File: config.mk
export PLATFORM = sky130hd
export DESIGN_NAME = fetch_sequencer
export DESIGN_NICKNAME = d
export VERILOG_FILES = /design/src/rtl/cpu_pkg.sv /design/src/rtl/ctrl_target_calc.sv /design/src/rtl/fetch_sequencer.sv
export SDC_FILE = /design/constraint.sdc
export NUM_CORES = 1
export LEC_CHECK = 0
export ABC_AREA = 1
export ABC_CLOCK_PERIOD_IN_PS = 1300
export CAP_MARGIN = 20
export CORE_ASPECT_RATIO = 0.7
export CORE_MARGIN = 2
export CORE_UTILIZATION = 35
export DETAILED_ROUTE_END_ITERATION = 7
export PLACE_DENSITY = 0.65
export SLEW_MARGIN = 20
export SYNTH_ARGS = -nofsm -noshare
export SYNTH_HDL_FRONTEND = slang
export SYNTH_SLANG_ARGS = --single-unit
File: constraint.sdc
create_clock -name clk -period 1.3 [get_ports clk]
set_input_delay 0.325 -clock clk [delete_from_list [all_inputs] [get_ports clk]]
set_output_delay 0.325 -clock clk [all_outputs]
set_load 0.02 [all_outputs]
File: src/rtl/cpu_pkg.sv
// Shared CPU definitions: ROM address width, opcodes, bubble word,
// instruction field positions and the fetch-sequencer state encoding.
package cpu_pkg;

   localparam int AW = 6;

   localparam logic [5:0]  OP_BEQ = 6'h0F;
   localparam logic [5:0]  OP_BNE = 6'h10;
   localparam logic [5:0]  OP_JMP = 6'h12;

   localparam logic [31:0] NOP = 32'h0000_0000;

   localparam int OPC_MSB = 31;
   localparam int OPC_LSB = 26;
   localparam int IMM_MSB = 25;
   localparam int IMM_LSB = 10;

   typedef enum logic {
      RUN     = 1'b0,
      WAIT_BR = 1'b1
   } fetch_state_t;

endpackage

File: src/rtl/ctrl_target_calc.sv
// ID-stage control decode: classifies the IF/ID word as branch or jump and
// computes both candidate redirect targets. Purely combinational.
module ctrl_target_calc
   import cpu_pkg::*;
(
   input  logic [31:0]   if_id_inst,
   input  logic [AW-1:0] if_id_pc,
   output logic          is_br,
   output logic          is_jmp,
   output logic [AW-1:0] br_target,
   output logic [AW-1:0] jmp_target
);

   logic [5:0]  op;
   logic [15:0] imm;

   // Field extraction, opcode classification and target arithmetic.
   // Only the low AW bits of imm matter: the sum is taken modulo 2^AW.
   always_comb begin
      op         = if_id_inst[OPC_MSB:OPC_LSB];
      imm        = if_id_inst[IMM_MSB:IMM_LSB];
      is_br      = (op == OP_BEQ) || (op == OP_BNE);
      is_jmp     = (op == OP_JMP);
      br_target  = if_id_pc + AW'(1) + imm[AW-1:0];
      jmp_target = if_id_inst[AW-1:0];
   end

endmodule

File: src/rtl/fetch_sequencer.sv
// Instruction-fetch controller: owns the PC, addresses the combinational
// instruction ROM and loads IF/ID. Jumps redirect from ID with one bubble;
// branches park fetch in WAIT_BR until EX resolves them.
// Optional build macro FETCH_STALL_CNT_EN adds saturating bubble/stall counters.
//
//   state   | meaning
//   --------+-----------------------------------------------------------
//   RUN     | normal fetch; honours hz_stall and ID jump/branch decode
//   WAIT_BR | branch in EX pending; PC held, IF/ID bubble until resolved
module fetch_sequencer
   import cpu_pkg::*;
(
   input  logic          clk,
   input  logic          rst,
   input  logic [31:0]   rom_inst,
   input  logic          hz_stall,
   input  logic          ex_br_valid,
   input  logic          ex_br_taken,
   output logic [AW-1:0] rom_addr,
   output logic [31:0]   if_id_inst,
   output logic [AW-1:0] if_id_pc,
   output logic          if_id_valid,
`ifdef FETCH_STALL_CNT_EN
   output logic [15:0]   cnt_ctrl_bubble,
   output logic [15:0]   cnt_hz_stall,
`endif
   output logic          fetch_state
);

   fetch_state_t  state, state_nxt;
   logic [AW-1:0] pc, pc_nxt;
   logic [AW-1:0] br_target_q, br_target_nxt;
   logic [31:0]   inst_nxt;
   logic [AW-1:0] ipc_nxt;
   logic          valid_nxt;
   logic          ctrl_bubble;
   logic          run_stall;

   logic          dec_br, dec_jmp;
   logic [AW-1:0] dec_br_target, dec_jmp_target;
   logic          id_br, id_jmp;

   ctrl_target_calc u_ctrl_target_calc (
      .if_id_inst (if_id_inst),
      .if_id_pc   (if_id_pc),
      .is_br      (dec_br),
      .is_jmp     (dec_jmp),
      .br_target  (dec_br_target),
      .jmp_target (dec_jmp_target)
   );

   // A bubble in ID never decodes as control, even if its word were nonzero.
   assign id_br  = if_id_valid && dec_br;
   assign id_jmp = if_id_valid && dec_jmp;

   // State and datapath registers; rst overrides everything.
   always_ff @(posedge clk) begin
      if (rst) begin
         state       <= RUN;
         pc          <= '0;
         br_target_q <= '0;
         if_id_inst  <= NOP;
         if_id_pc    <= '0;
         if_id_valid <= 1'b0;
      end else begin
         state       <= state_nxt;
         pc          <= pc_nxt;
         br_target_q <= br_target_nxt;
         if_id_inst  <= inst_nxt;
         if_id_pc    <= ipc_nxt;
         if_id_valid <= valid_nxt;
      end
   end

   // Next-state: RUN enters WAIT_BR on a branch in ID, leaves on EX resolve.
   always_comb begin
      state_nxt = state;
      case (state)
         RUN:     if (!hz_stall && !id_jmp && id_br) state_nxt = WAIT_BR;
         WAIT_BR: if (ex_br_valid)                   state_nxt = RUN;
         default:                                    state_nxt = RUN;
      endcase
   end

   // Datapath next values. Bubbles keep if_id_pc so it always names the
   // last instruction that occupied ID.
   always_comb begin
      pc_nxt        = pc;
      br_target_nxt = br_target_q;
      inst_nxt      = if_id_inst;
      ipc_nxt       = if_id_pc;
      valid_nxt     = if_id_valid;
      ctrl_bubble   = 1'b0;
      run_stall     = 1'b0;
      case (state)
         RUN: begin
            if (hz_stall) begin
               run_stall = 1'b1;
            end else if (id_jmp) begin
               pc_nxt      = dec_jmp_target;
               inst_nxt    = NOP;
               valid_nxt   = 1'b0;
               ctrl_bubble = 1'b1;
            end else if (id_br) begin
               br_target_nxt = dec_br_target;
               inst_nxt      = NOP;
               valid_nxt     = 1'b0;
               ctrl_bubble   = 1'b1;
            end else begin
               inst_nxt  = rom_inst;
               ipc_nxt   = pc;
               valid_nxt = 1'b1;
               pc_nxt    = pc + AW'(1);
            end
         end
         WAIT_BR: begin
            if (ex_br_valid && !ex_br_taken) begin
               inst_nxt  = rom_inst;
               ipc_nxt   = pc;
               valid_nxt = 1'b1;
               pc_nxt    = pc + AW'(1);
            end else begin
               if (ex_br_valid) pc_nxt = br_target_q;
               inst_nxt    = NOP;
               valid_nxt   = 1'b0;
               ctrl_bubble = 1'b1;
            end
         end
         default: ;
      endcase
   end

   assign rom_addr    = pc;
   assign fetch_state = state;

`ifdef FETCH_STALL_CNT_EN
   // Saturating event counters for control bubbles and load-use stalls.
   always_ff @(posedge clk) begin
      if (rst) begin
         cnt_ctrl_bubble <= '0;
         cnt_hz_stall    <= '0;
      end else begin
         if (ctrl_bubble && cnt_ctrl_bubble != 16'hFFFF)
            cnt_ctrl_bubble <= cnt_ctrl_bubble + 16'd1;
         if (run_stall && cnt_hz_stall != 16'hFFFF)
            cnt_hz_stall <= cnt_hz_stall + 16'd1;
      end
   end
`else
   logic unused_evt;
   assign unused_evt = ctrl_bubble ^ run_stall;
`endif

endmodule

======== After elaboration in Yosys (flattened, before gate mapping) ========
Index checks and enable logic that the tools add are counted.
cells by class
  muxes and demuxes ....................... 24
  equality and inequality tests ........... 9
  reductions and logical operators ........ 12
  bitwise operators ....................... 3
  $add $sub $neg .......................... 3
operators with widths
  cell                                                                    count
  32-bit 2-to-1 mux                                                       4
  32-bit one-hot mux with 2 select lines                                  1
  6-bit 2-to-1 mux                                                        9
  6-bit one-hot mux with 2 select lines                                   2
  6-bit by 1-bit adder with 6-bit output (second input constant)          2
  6-bit by 5-bit equality test with 1-bit output (second input constant)  2
  4-bit AND reduction                                                     2
  6-bit adder                                                             1
  6-bit by 4-bit equality test with 1-bit output (second input constant)  1
  1-bit 2-to-1 mux                                                        6
  2-bit != test (second input constant)                                   3
  1-bit logical AND                                                       5
  1-bit one-hot mux with 2 select lines                                   2
  1-bit zero test                                                         3
  3-bit by 2-bit != test with 1-bit output (second input constant)        1
  3-bit != test (second input constant)                                   1
  1-bit NOT                                                               3
  3-bit AND reduction                                                     1
  2-bit by 1-bit != test with 1-bit output (second input constant)        1
  1-bit logical OR                                                        1
storage, ports and cells
  output and inout port bits .............. 46
  register bits ........................... 52
  logic and storage cells ................. 57
  input port bits ......................... 37

======== Longest topological paths before layout ========
Gate-level depths: netlist of the first run.
  word-level depth ........................ 7
  depth in mapped cells ................... 10
  mapped depth without buffers ............ 10

======== Modules after synthesis ========
Synthesis of the first run repeated with hierarchy kept, for this count alone.
unflattened totals
  cell total of the unflattened synthesis .. 380
  area, all modules ....................... 2,989.1 sq um
by module, submodules not included
  module            seq. area each (sq um)  instances  cells an instance  area each (sq um)
  fetch_sequencer   1,041.0                 1          324                2,658.8
  ctrl_target_calc  0.0                     1          56                 330.3

======== Least setup slack after synthesis of the first run ========
Ideal clock, no wire load.
  kind .................................... register to register
  start ................................... register if_id_pc[0]
  end ..................................... register br_target_q[4]
  buffers on the path ..................... 0
  library setup time ...................... 0.132 ns
  slack ................................... -0.207 ns
  required time ........................... 1.168 ns
  clock period less this slack ............ 1.507 ns
  cell stages (with the launch flop) ...... 10
  arrival ................................. 1.375 ns
  cells stage by stage .................... dfxtp_1 -> inv_1 -> ha_1 -> inv_1 -> fa_1 -> nand3_1 -> nand2_1 -> xor2_1 -> nand2_1 -> a21oi_1
between the ends
  word-level cells in the longest chain between the ends .. 2
RTL lines
  what                                    RTL line                text
  start: declaration                      fetch_sequencer.sv:21   output logic [AW-1:0] if_id_pc,
  start signal: assignment                fetch_sequencer.sv:70   if_id_pc <= ipc_nxt;
  6-bit by 1-bit adder with 6-bit output  ctrl_target_calc.sv:24  br_target = if_id_pc + AW'(1) + imm[AW-1:0];
  6-bit adder                             ctrl_target_calc.sv:24
  end signal: assignment                  fetch_sequencer.sv:68   br_target_q <= br_target_nxt;
  end: declaration                        fetch_sequencer.sv:32   logic [AW-1:0] br_target_q, br_target_nxt;
No other way between the ends.
A chain may end at the register's enable or synchronous reset.

======== Worst setup path after layout of the first run ========
Ends and elaborated chain as after synthesis.

==> impl_metrics.json, run 1 <==
{
  "synth_xor_area_frac": 0.0195,
  "place_congestion": 0.876,
  "vias": 2901,
  "finalNetCount": 537,
  "ctsLongestPathBuffers": 2,
  "start_kind": "register",
  "clock.fmax_mhz": 679,
  "fin_crit_sh": 1.13,
  "coreArea_um2": 7380,
  "path_cells": "inv_4, ha_4, inv_2, fa_2, nand3_2, nand2_2, xor2_1, nand2_1, a21oi_2",
  "yosys-mux-area-fraction": 0,
  "fin_worst_skew_ns": 0.0113,
  "hold_path.class": "register to register",
  "synth-seq-cells": 52,
  "wirelength_mm": 8.01,
  "cts.sinks": 52,
  "grtUsageTotal": 0.196,
  "ys_seq_area_frac": 0.386,
  "core.rowCount": 26,
  "via_per_inst": 4.90,
  "synth_compound_area_frac": 0.0890,
  "die_height_um": 77.5,
  "syn_avg_cell_area_um2": 7.09,
  "synth_top_family_by_area": "simple AND/OR/NAND/NOR gates",
  "die-area_um2": 8440,
  "nFillCells": 737,
  "cp_max_fo": 2,
  "ioPinCount": 83,
  "overflow": 0,
  "synth_area_um2": 2700,
  "violations": "setup timing",
  "place_inst": 577,
  "crit_type": "register to register",
  "grt_pass1_wl_mm": 13.4,
  "cts_made_buffers": 5,
  "drt_iter0_drc": 106,
  "post-route-min-period_ns": 1.47,
  "fin_hold_ws_ns": 0.472,
  "dr.pass1.iters": 4,
  "path_delay_family": "adder cells",
  "cap_viol_max_count": 0,
  "relSlewSlack": 0.694,
  "p_per_area_nw_per_um2": 918,
  "ys_types": 24,
  "setup_viol": 49,
  "rsz0062_at_grt": "yes",
  "status": "finished with violations",
  "slowest_stage": "dfxtp_4",
  "syn_to_final_growth_pct": 48.0,
  "cp.arrival_ns": 1.73,
  "crit_required_ns": 1.56,
  "synth_simple_gate_area_share": 0.358,
  "syn-num-nets": 425,
  "end_kind": "register",
  "path_clk_slew_ns": 0.11,
  "report.final.slew_viol_count": 0,
  "grt_pass1_vias": 2840,
  "grt_antenna_before_repair": 0,
  "htreeDepth": 2,
  "die_w_um": 109,
  "fin_ws_ns": -0.173,
  "finalHoldViolCount": 0,
  "crit_buf_inv": 2,
  "wire_per_inst_um": 13.5,
  "crit_path_max_incr_delay_ns": 0.36,
  "diodes": 0,
  "stdcell_count": 592,
  "dp_hpwl_mm": 5.78,
  "grt_max_degree": 33,
  "drc": 0,
  "initial_utilization": 0.366,
  "leakagePower_nw": 1.82,
  "vdd_drop_max_uv": 440,
  "cts_tree": "built",
  "port_buffers": 82,
  "antenna_left": 0,
  "drive_gt1_frac": 0.316,
  "clk_latency_ns": 0.32,
  "synthAdderAreaFrac": 0.0352,
  "yosysWarnings": 0,
  "worst_pin_slew_ns": 0.458,
  "postSynthCellCount": 381,
  "clock-root-buffer": "clkbuf_8"
}
worst reg2reg max path, cell delays in order, from the launching register on:
cell and delay [ns]:
dfxtp_4 0.36, inv_4 0.07, ha_4 0.13, inv_2 0.04, fa_2 0.34, nand3_2 0.08, nand2_2 0.05, xor2_1 0.16
nand2_1 0.09, a21oi_2 0.12
sequential cells by signal (all words and copies together) (netlist names):
signal,flops
br_target_q,6
fetch_state,1
if_id_inst,32
if_id_pc,6
if_id_valid,1
rom_addr,6
metal layers:
layer	track usage	routed length [µm]	vias up	share of wire
met3	0.0571	577	4	0.072
met4	0.0385	36	0	0.0045
li1	-	-	1480	-
met1	0.276	3980	1344	0.50
met2	0.298	3410	73	0.43
met5	0	0	-	0
cells in the mapped netlist, drive strengths merged:
cell,count,area [µm²]
a21oi,43,215
and2,1,6.26
buf,19,151
clkbuf,4,15.0
dfxtp,52,1040
fa,1,20.0
ha,6,75.1
inv,37,139
nand2,116,435
nand3,16,90.1
nand3b,2,15.0
nand4,41,263
nor2,31,151
nor3,1,5.00
o21ai,5,25.0
xor2,6,52.6
logic make-up (layout without fill, tap and decap cells):
| family | Yosys count | after routing |
|---|---|---|
| AOI/OAI and AO/OA | 48 | 48 |
| xor gates and xnor gates | 6 | 6 |
| adders and majority gates | 7 | 7 |
| buffers and inverters | 60 | 171 |
| DFF | 52 | 52 |
| and+or+nand+nor | 208 | 210 |
where the power goes:
group | switching (mW) | leakage [nW] | total [mW] | internal (mW)
registers | 0.0737 | 0.436 | 1.76 | 1.68
clock network | 0.596 | 0.0491 | 0.994 | 0.398
logic | 0.499 | 1.34 | 0.917 | 0.418
final timing paths:
path | startpoint | to | slack [ns] | depth (start not counted)
worst max-delay path | if_id_pc[0] | br_target_q[4] | -0.17 | 9
worst min register to register | if_id_inst[18] | if_id_inst[18] | 0.47 | 2
worst max register to register | if_id_pc[0] | br_target_q[4] | -0.17 | 9
worst min-delay path | if_id_inst[18] | if_id_inst[18] | 0.47 | 2
cell usage in the layout (no fill, tap or decap), types with 4 or more instances in the layout:
cell type        netlist  layout
clkdlybuf4s50_1        0      34
nand4_1               40      40
a21oi_1               43      42
inv_1                 33      27
nand3_1               14      12
dfxtp_4                0       7
xor2_1                 6       5
clkdlybuf4s15_2        0       7
buf_6                  8       5
nor2_4                 4       6
clkbuf_8               0       5
inv_2                  4       7
nor2_1                25      24
buf_4                  3      35
buf_2                  7      32
ha_1                   6       4
clkbuf_2               0       6
nand2_2                0      10
o21ai_0                5       4
dfxtp_2                0       9
dfxtp_1               52      36
nand2_1              116     103
buf_12                 0       4
repair_timing:
action,4_1_cts,5_1_grt
buffers inserted,2,3
hold buffers,0,0
pin swaps,11,5
endpoints found under the setup margin,97,81
gates resized for setup,179,44
gates cloned,1,1
cell type report:
type / instances / area [µm²] / area share
clock buffers: 5 / 68.8 / 0.0172
well taps: 98 / 123 / 0.0307
repair buffers: 126 / 1040 / 0.261
inverters: 37 / 146 / 0.0366
multi-input cells: 271 / 1510 / 0.378
flip-flops and latches: 52 / 1080 / 0.270
clock inverters: 3 / 26.3 / 0.00658
through the flow:
step           setup slack, ns  total power [mW]  area, µm²  utilization  setup TNS, ns
2_1_floorplan           -0.101              2.27       2780            -         -0.102
3_3_place_gp            -0.466              2.70       3850        0.521         -21.84
3_5_place_dp            -0.470              2.72       3850        0.521         -22.18
4_1_cts                 -0.161              3.71       4090        0.553          -1.61
5_1_grt                 -0.233              3.86       4000        0.541          -7.10
6_report                -0.173              3.67       4000        0.541          -2.45
Power figures use the tool's default switching activity.
==> run 2, diff against run 1 <==
--- a/config.mk
+++ b/config.mk
@@ -9,6 +9,5 @@
 export ABC_CLOCK_PERIOD_IN_PS = 1300
 export CAP_MARGIN = 20
-export CORE_ASPECT_RATIO = 0.7
-export CORE_MARGIN = 2
+export CORE_MARGIN = 3
 export CORE_UTILIZATION = 35
 export DETAILED_ROUTE_END_ITERATION = 7
==> constraint.sdc (replaced) <==
create_clock -name clk -period 1.3 [get_ports clk]
set_input_delay 0.325 -clock clk [delete_from_list [all_inputs] [get_ports clk]]
set_output_delay 0.325 -clock clk [all_outputs]
set_load 0.05 [all_outputs]
==> run 2 against run 1 <==
Compared with the run above:
- largest cell class is now non-clock buffers
- clock power hardly changed
- worst hold slack better by 0.030 ns
- combinational power is 59% higher
- non-clock buffer count is 13 higher
- worst setup slack worse by 0.017 ns
- the flow still finishes with violations (setup timing)
- count of clock-buffer cells in the layout stayed put
==> impl_metrics.json, run 2 (synthesis gave the netlist of run 1 again) <==
{
  "hold_path.class": "register to register",
  "port_buffers": 82,
  "relSlewSlack": 0.713,
  "via_per_inst": 5.12,
  "clock-root-buffer": "clkbuf_8",
  "leakagePower_nw": 2.12,
  "vdd_drop_max_uv": 479,
  "cts_tree": "built",
  "coreArea_um2": 7370,
  "fin_ws_ns": -0.190,
  "largest_reg_flops": 32,
  "p_per_area_nw_per_um2": 866,
  "hold_depth": 2,
  "grtUsageTotal": 0.200,
  "vias": 3100,
  "r2r_setup_slack_ns": -0.19,
  "cts-hold-fix-buffers": 0,
  "rsz0062_at_grt": "yes",
  "wirelength_mm": 9.36,
  "diodes": 0,
  "layout_commonest_cell": "nand2_1",
  "drc": 0,
  "ctsLongestPathBuffers": 2,
  "die-area_um2": 8800,
  "grt_antenna_before_repair": 0,
  "finish.utilization": 0.668,
  "post-route-min-period_ns": 1.49,
  "nFillCells": 572,
  "grt_max_degree": 27,
  "clock.fmax_mhz": 671,
  "cp.arrival_ns": 1.70,
  "place_congestion": 0.833,
  "status": "finished with violations",
  "initial_utilization": 0.366,
  "start_kind": "register",
  "finalHoldViolCount": 0,
  "die_height_um": 93.8,
  "ioPinCount": 83,
  "overflow": 0,
  "syn_to_final_growth_pct": 82.4,
  "finalNetCount": 550,
  "grt_pass1_vias": 2792,
  "fin_crit_sh": 1.15,
  "die_w_um": 93.8,
  "cap_viol_max_count": 0,
  "cp_max_fo": 6,
  "crit_type": "register to register",
  "cts_made_buffers": 5,
  "clk_latency_ns": 0.31,
  "path_clk_slew_ns": 0.11,
  "wire_per_inst_um": 15.4,
  "dp_hpwl_mm": 5.93,
  "drt_iter0_drc": 183,
  "setup_viol": 53,
  "tns_ns": -5.79,
  "crit_required_ns": 1.51,
  "dr.pass1.iters": 5,
  "violations": "setup timing",
  "reg2reg_depth": 10,
  "cts.sinks": 52,
  "worst_pin_slew_ns": 0.430,
  "htreeDepth": 2,
  "final_cell_mix": "102 x nand2_1, 49 x buf_12, 41 x a21oi_1",
  "stdcell_count": 606,
  "end_kind": "register",
  "drive_gt1_frac": 0.345,
  "place_inst": 576,
  "fin_worst_skew_ns": 0.00920,
  "grt_pass1_wl_mm": 14.1,
  "largest-register": "if_id_inst",
  "report.final.slew_viol_count": 0,
  "antenna_left": 0,
  "core.rowCount": 31
}
[run 2: changes by cell type in the layout (fill, tap and decap cells not counted), moves of 5 or more]
cell / change
buf_12: +45
buf_2: -32
buf_6: +9
clkbuf_2: -6
clkdlybuf4s15_2: -7
dfxtp_1: -6
dfxtp_2: -5
dfxtp_4: +11
[run 2: final timing paths]
check | endpoint | startpoint
worst max-delay path | rom_addr[0] | if_id_inst[28]
worst max register to register | rom_addr[0] | if_id_inst[28]
worst min register to register | br_target_q[4] | br_target_q[4]
worst min-delay path | br_target_q[4] | br_target_q[4]
[run 2: stage by stage]
| step | setup WS [ns] | hold WS (ns) | total power [mW] | area [µm²] |
|---|---|---|---|---|
| after global placement | -0.478 | 0.473 | 3.13 | 4370 |
| after floorplan | -0.151 | 0.442 | 2.47 | 2850 |
| after detailed placement | -0.521 | 0.478 | 3.15 | 4370 |
| final | -0.190 | 0.502 | 4.27 | 4920 |
| after global routing | -0.290 | 0.520 | 4.45 | 4920 |
| after CTS | -0.144 | 0.493 | 4.23 | 4710 |
[run 2: final cells by class]
class / count / area [µm²] / share of cell area
clock inverters: 3 / 26.3 / 0.00534
well taps: 99 / 124 / 0.0252
multi-input cells: 271 / 1520 / 0.309
repair buffers: 139 / 1920 / 0.390
inverters: 37 / 151 / 0.0307
clock buffers: 5 / 68.8 / 0.0140
flip-flops and latches: 52 / 1110 / 0.226
[run 2: report_power, final]
part	internal (mW)	total, mW	leakage, nW	switching (mW)
Sequential	1.68	1.79	0.441	0.120
Combinational	0.729	1.46	1.62	0.733
Clock	0.399	1.01	0.0506	0.610
[run 2: repair_timing]
action,4_1_cts,5_1_grt
cloned,4,6
buffers inserted,9,5
pin swaps,15,4
setup endpoints to repair,55,59
resized for setup,29,22
[run 2: worst max-delay path, cell delays in order (launching register included)]
cell and delay, ns:
dfxtp_4 0.38, nand2_1 0.05, nor2_1 0.13, nand2_1 0.10, nand2_2 0.13, nand3_4 0.19
nand2_4 0.12, buf_6 0.13, nand2_2 0.06, nand2_2 0.06, nor2_2 0.03
[run 2: metal layers]
metal  GRT usage  vias to the layer above  part of all wire
met5           0                        -                 0
met4      0.0361                        0             0.012
met3      0.0353                       13             0.070
met2       0.341                      116              0.50
met1       0.266                     1459              0.42
li1            -                     1512                 -
==> run 3, diff against run 2 <==
Settings changed: PLACE_DENSITY 0.65 to 0.62.
==> run 3 against run 2 <==
Compared with the run above:
- the run still ends with setup timing left
- count of clock-buffer cells in the layout unchanged
- cell count up 1.5%
- clock power about the same
- combinational power rose by 4%
- routed wire length grew 4.6%
- core utilization up 3.7 points
- critical path depth fell by 1
- worst hold slack worse by 0.0035 ns
- sequential share of layout area decreased by 1.2 points
- fmax shrank 2.6%
- worst setup slack got worse by 0.039 ns
- clock skew rose by 0.00071 ns
- highest routed layer unchanged
==> impl_metrics.json, run 3 (synthesis gave the netlist of run 1 again) <==
{
  "relSlewSlack": 0.725,
  "grt_max_degree": 34,
  "fin_crit_sh": 1.18,
  "p_per_area_nw_per_um2": 836,
  "grt_pass1_vias": 2864,
  "leakagePower_nw": 2.19,
  "cts-hold-fix-buffers": 0,
  "drt_iter0_drc": 161,
  "regArea_um2": 1110,
  "via_per_inst": 5.13,
  "dp_hpwl_mm": 5.87,
  "crit_required_ns": 1.56,
  "grtUsageTotal": 0.198,
  "report.final.slew_viol_count": 0,
  "die-area_um2": 8800,
  "initial_utilization": 0.366,
  "cts_tree": "built",
  "post-route-min-period_ns": 1.53,
  "path_clk_slew_ns": 0.11,
  "syn_to_final_growth_pct": 92.5,
  "die_height_um": 93.8,
  "grt_use_met3": 0.0329,
  "power_frac_comb": 0.351,
  "crit_type": "register to register",
  "met1_usage": 0.255,
  "vdd_drop_max_uv": 488,
  "nFillCells": 528,
  "finalNetCount": 559,
  "pwr-share-seq": 0.413,
  "port_buffers": 82,
  "vias": 3157,
  "die_w_um": 93.8,
  "layout_commonest_cell": "nand2_1",
  "switching_power_mw": 1.51,
  "grtUsageMet2": 0.341,
  "grt_antenna_before_repair": 0,
  "dr.pass1.iters": 5,
  "coreArea_um2": 7370,
  "finish.utilization": 0.705,
  "grt_pass1_wl_mm": 13.9,
  "fin_hold_ws_ns": 0.499,
  "clk_latency_ns": 0.31,
  "pre_cts_slack_ns": -0.508,
  "clock.fmax_mhz": 654,
  "stdcell_count": 615,
  "finalHoldViolCount": 0,
  "rsz0062_at_grt": "yes",
  "cp.arrival_ns": 1.79,
  "ioPinCount": 83,
  "place_inst": 574,
  "cap_viol_max_count": 0,
  "multi_input_area_um2": 1640,
  "tns_ns": -5.39,
  "largest_reg_flops": 32,
  "overflow": 0,
  "drive_gt1_frac": 0.413,
  "p_int_mw": 2.84,
  "clock-root-buffer": "clkbuf_8",
  "antenna_left": 0,
  "ctsLongestPathBuffers": 2,
  "swShare": 0.347,
  "fin_ws_ns": -0.229,
  "wire_per_inst_um": 15.9,
  "place_congestion": 0.831,
  "hold_path.class": "register to register",
  "worst_pin_slew_ns": 0.412,
  "core.rowCount": 31,
  "end_kind": "register",
  "start_kind": "register",
  "cp_max_fo": 2,
  "cts.sinks": 52,
  "drc": 0,
  "diodes": 0,
  "cts_made_buffers": 5,
  "p_clk_frac": 0.236,
  "status": "finished with violations",
  "setup_viol": 51,
  "final_cell_mix": "92 x nand2_1, 52 x buf_12, 40 x nand4_1",
  "htreeDepth": 2,
  "top_usage_layer": "met2",
  "fin_worst_skew_ns": 0.00991,
  "violations": "setup timing",
  "largest-register": "if_id_inst",
  "wirelength_mm": 9.79
}
run 3: cell count changes in the layout (fill, tap and decap cells not counted), sizes merged:
cell | before | now
buf | 99 | 109
inv | 39 | 38
clkdlybuf4s50 | 33 | 34
nand3 | 17 | 16
clkinv | 1 | 2
dlygate4sd2 | 3 | 2
clkbuf | 8 | 9
bufbuf | 1 | 0
run 3: metal layers:
layer / wire, µm / up-vias
met1: 4030 / 1519
met2: 5040 / 103
met5: 0 / -
met4: 163 / 0
met3: 555 / 13
li1: - / 1522
run 3: per-stage QoR:
step           area [µm²]  power, mW
6_report             5200       4.35
5_1_grt              5200       4.52
4_1_cts              4660       4.20
3_5_place_dp         4380       3.15
3_3_place_gp         4380       3.13
2_1_floorplan        2850       2.47
run 3: worst max-delay path, cell delays in order, from the launching register on:
cell and delay [ns]:
dfxtp_4 0.37, inv_4 0.07, ha_4 0.13, inv_4 0.03, fa_2 0.34, nand3_2 0.08
nand2_2 0.05, xor2_1 0.16, nand2_1 0.10, a21oi_2 0.13
run 3: final timing paths:
check                               startpoint              to  slack [ns]  cells after the start
worst max-delay path               if_id_pc[0]  br_target_q[4]       -0.23                      9
worst min register to register  br_target_q[1]  br_target_q[1]        0.50                      2
worst min-delay path            br_target_q[1]  br_target_q[1]        0.50                      2
worst max register to register     if_id_pc[0]  br_target_q[4]       -0.23                      9
run 3: layout make-up:
cell class / count / area share
Sequential cell: 52 / 0.214
Tap cell: 99 / 0.0238
Multi-Input combinational cell: 270 / 0.316
Clock buffer: 5 / 0.0132
Inverter: 37 / 0.0306
Timing Repair Buffer: 149 / 0.398
Clock inverter: 3 / 0.00505
run 3: power by group through the flow:
| stage | logic (mW) | clock network (mW) | registers (mW) |
|---|---|---|---|
| global placement | 1.31 | 0 | 1.82 |
| CTS | 1.37 | 1.04 | 1.79 |
| detailed placement | 1.33 | 0 | 1.82 |
| finish | 1.52 | 1.02 | 1.80 |
| floorplan | 0.379 | 0 | 2.10 |
| global route | 1.62 | 1.10 | 1.81 |
run 3: repair_timing:
action | CTS | global route
setup endpoints to repair | 52 | 67
pin swaps | 9 | 60
gates resized for setup | 27 | 78
cloned | 2 | 8
buffers inserted | 11 | 13
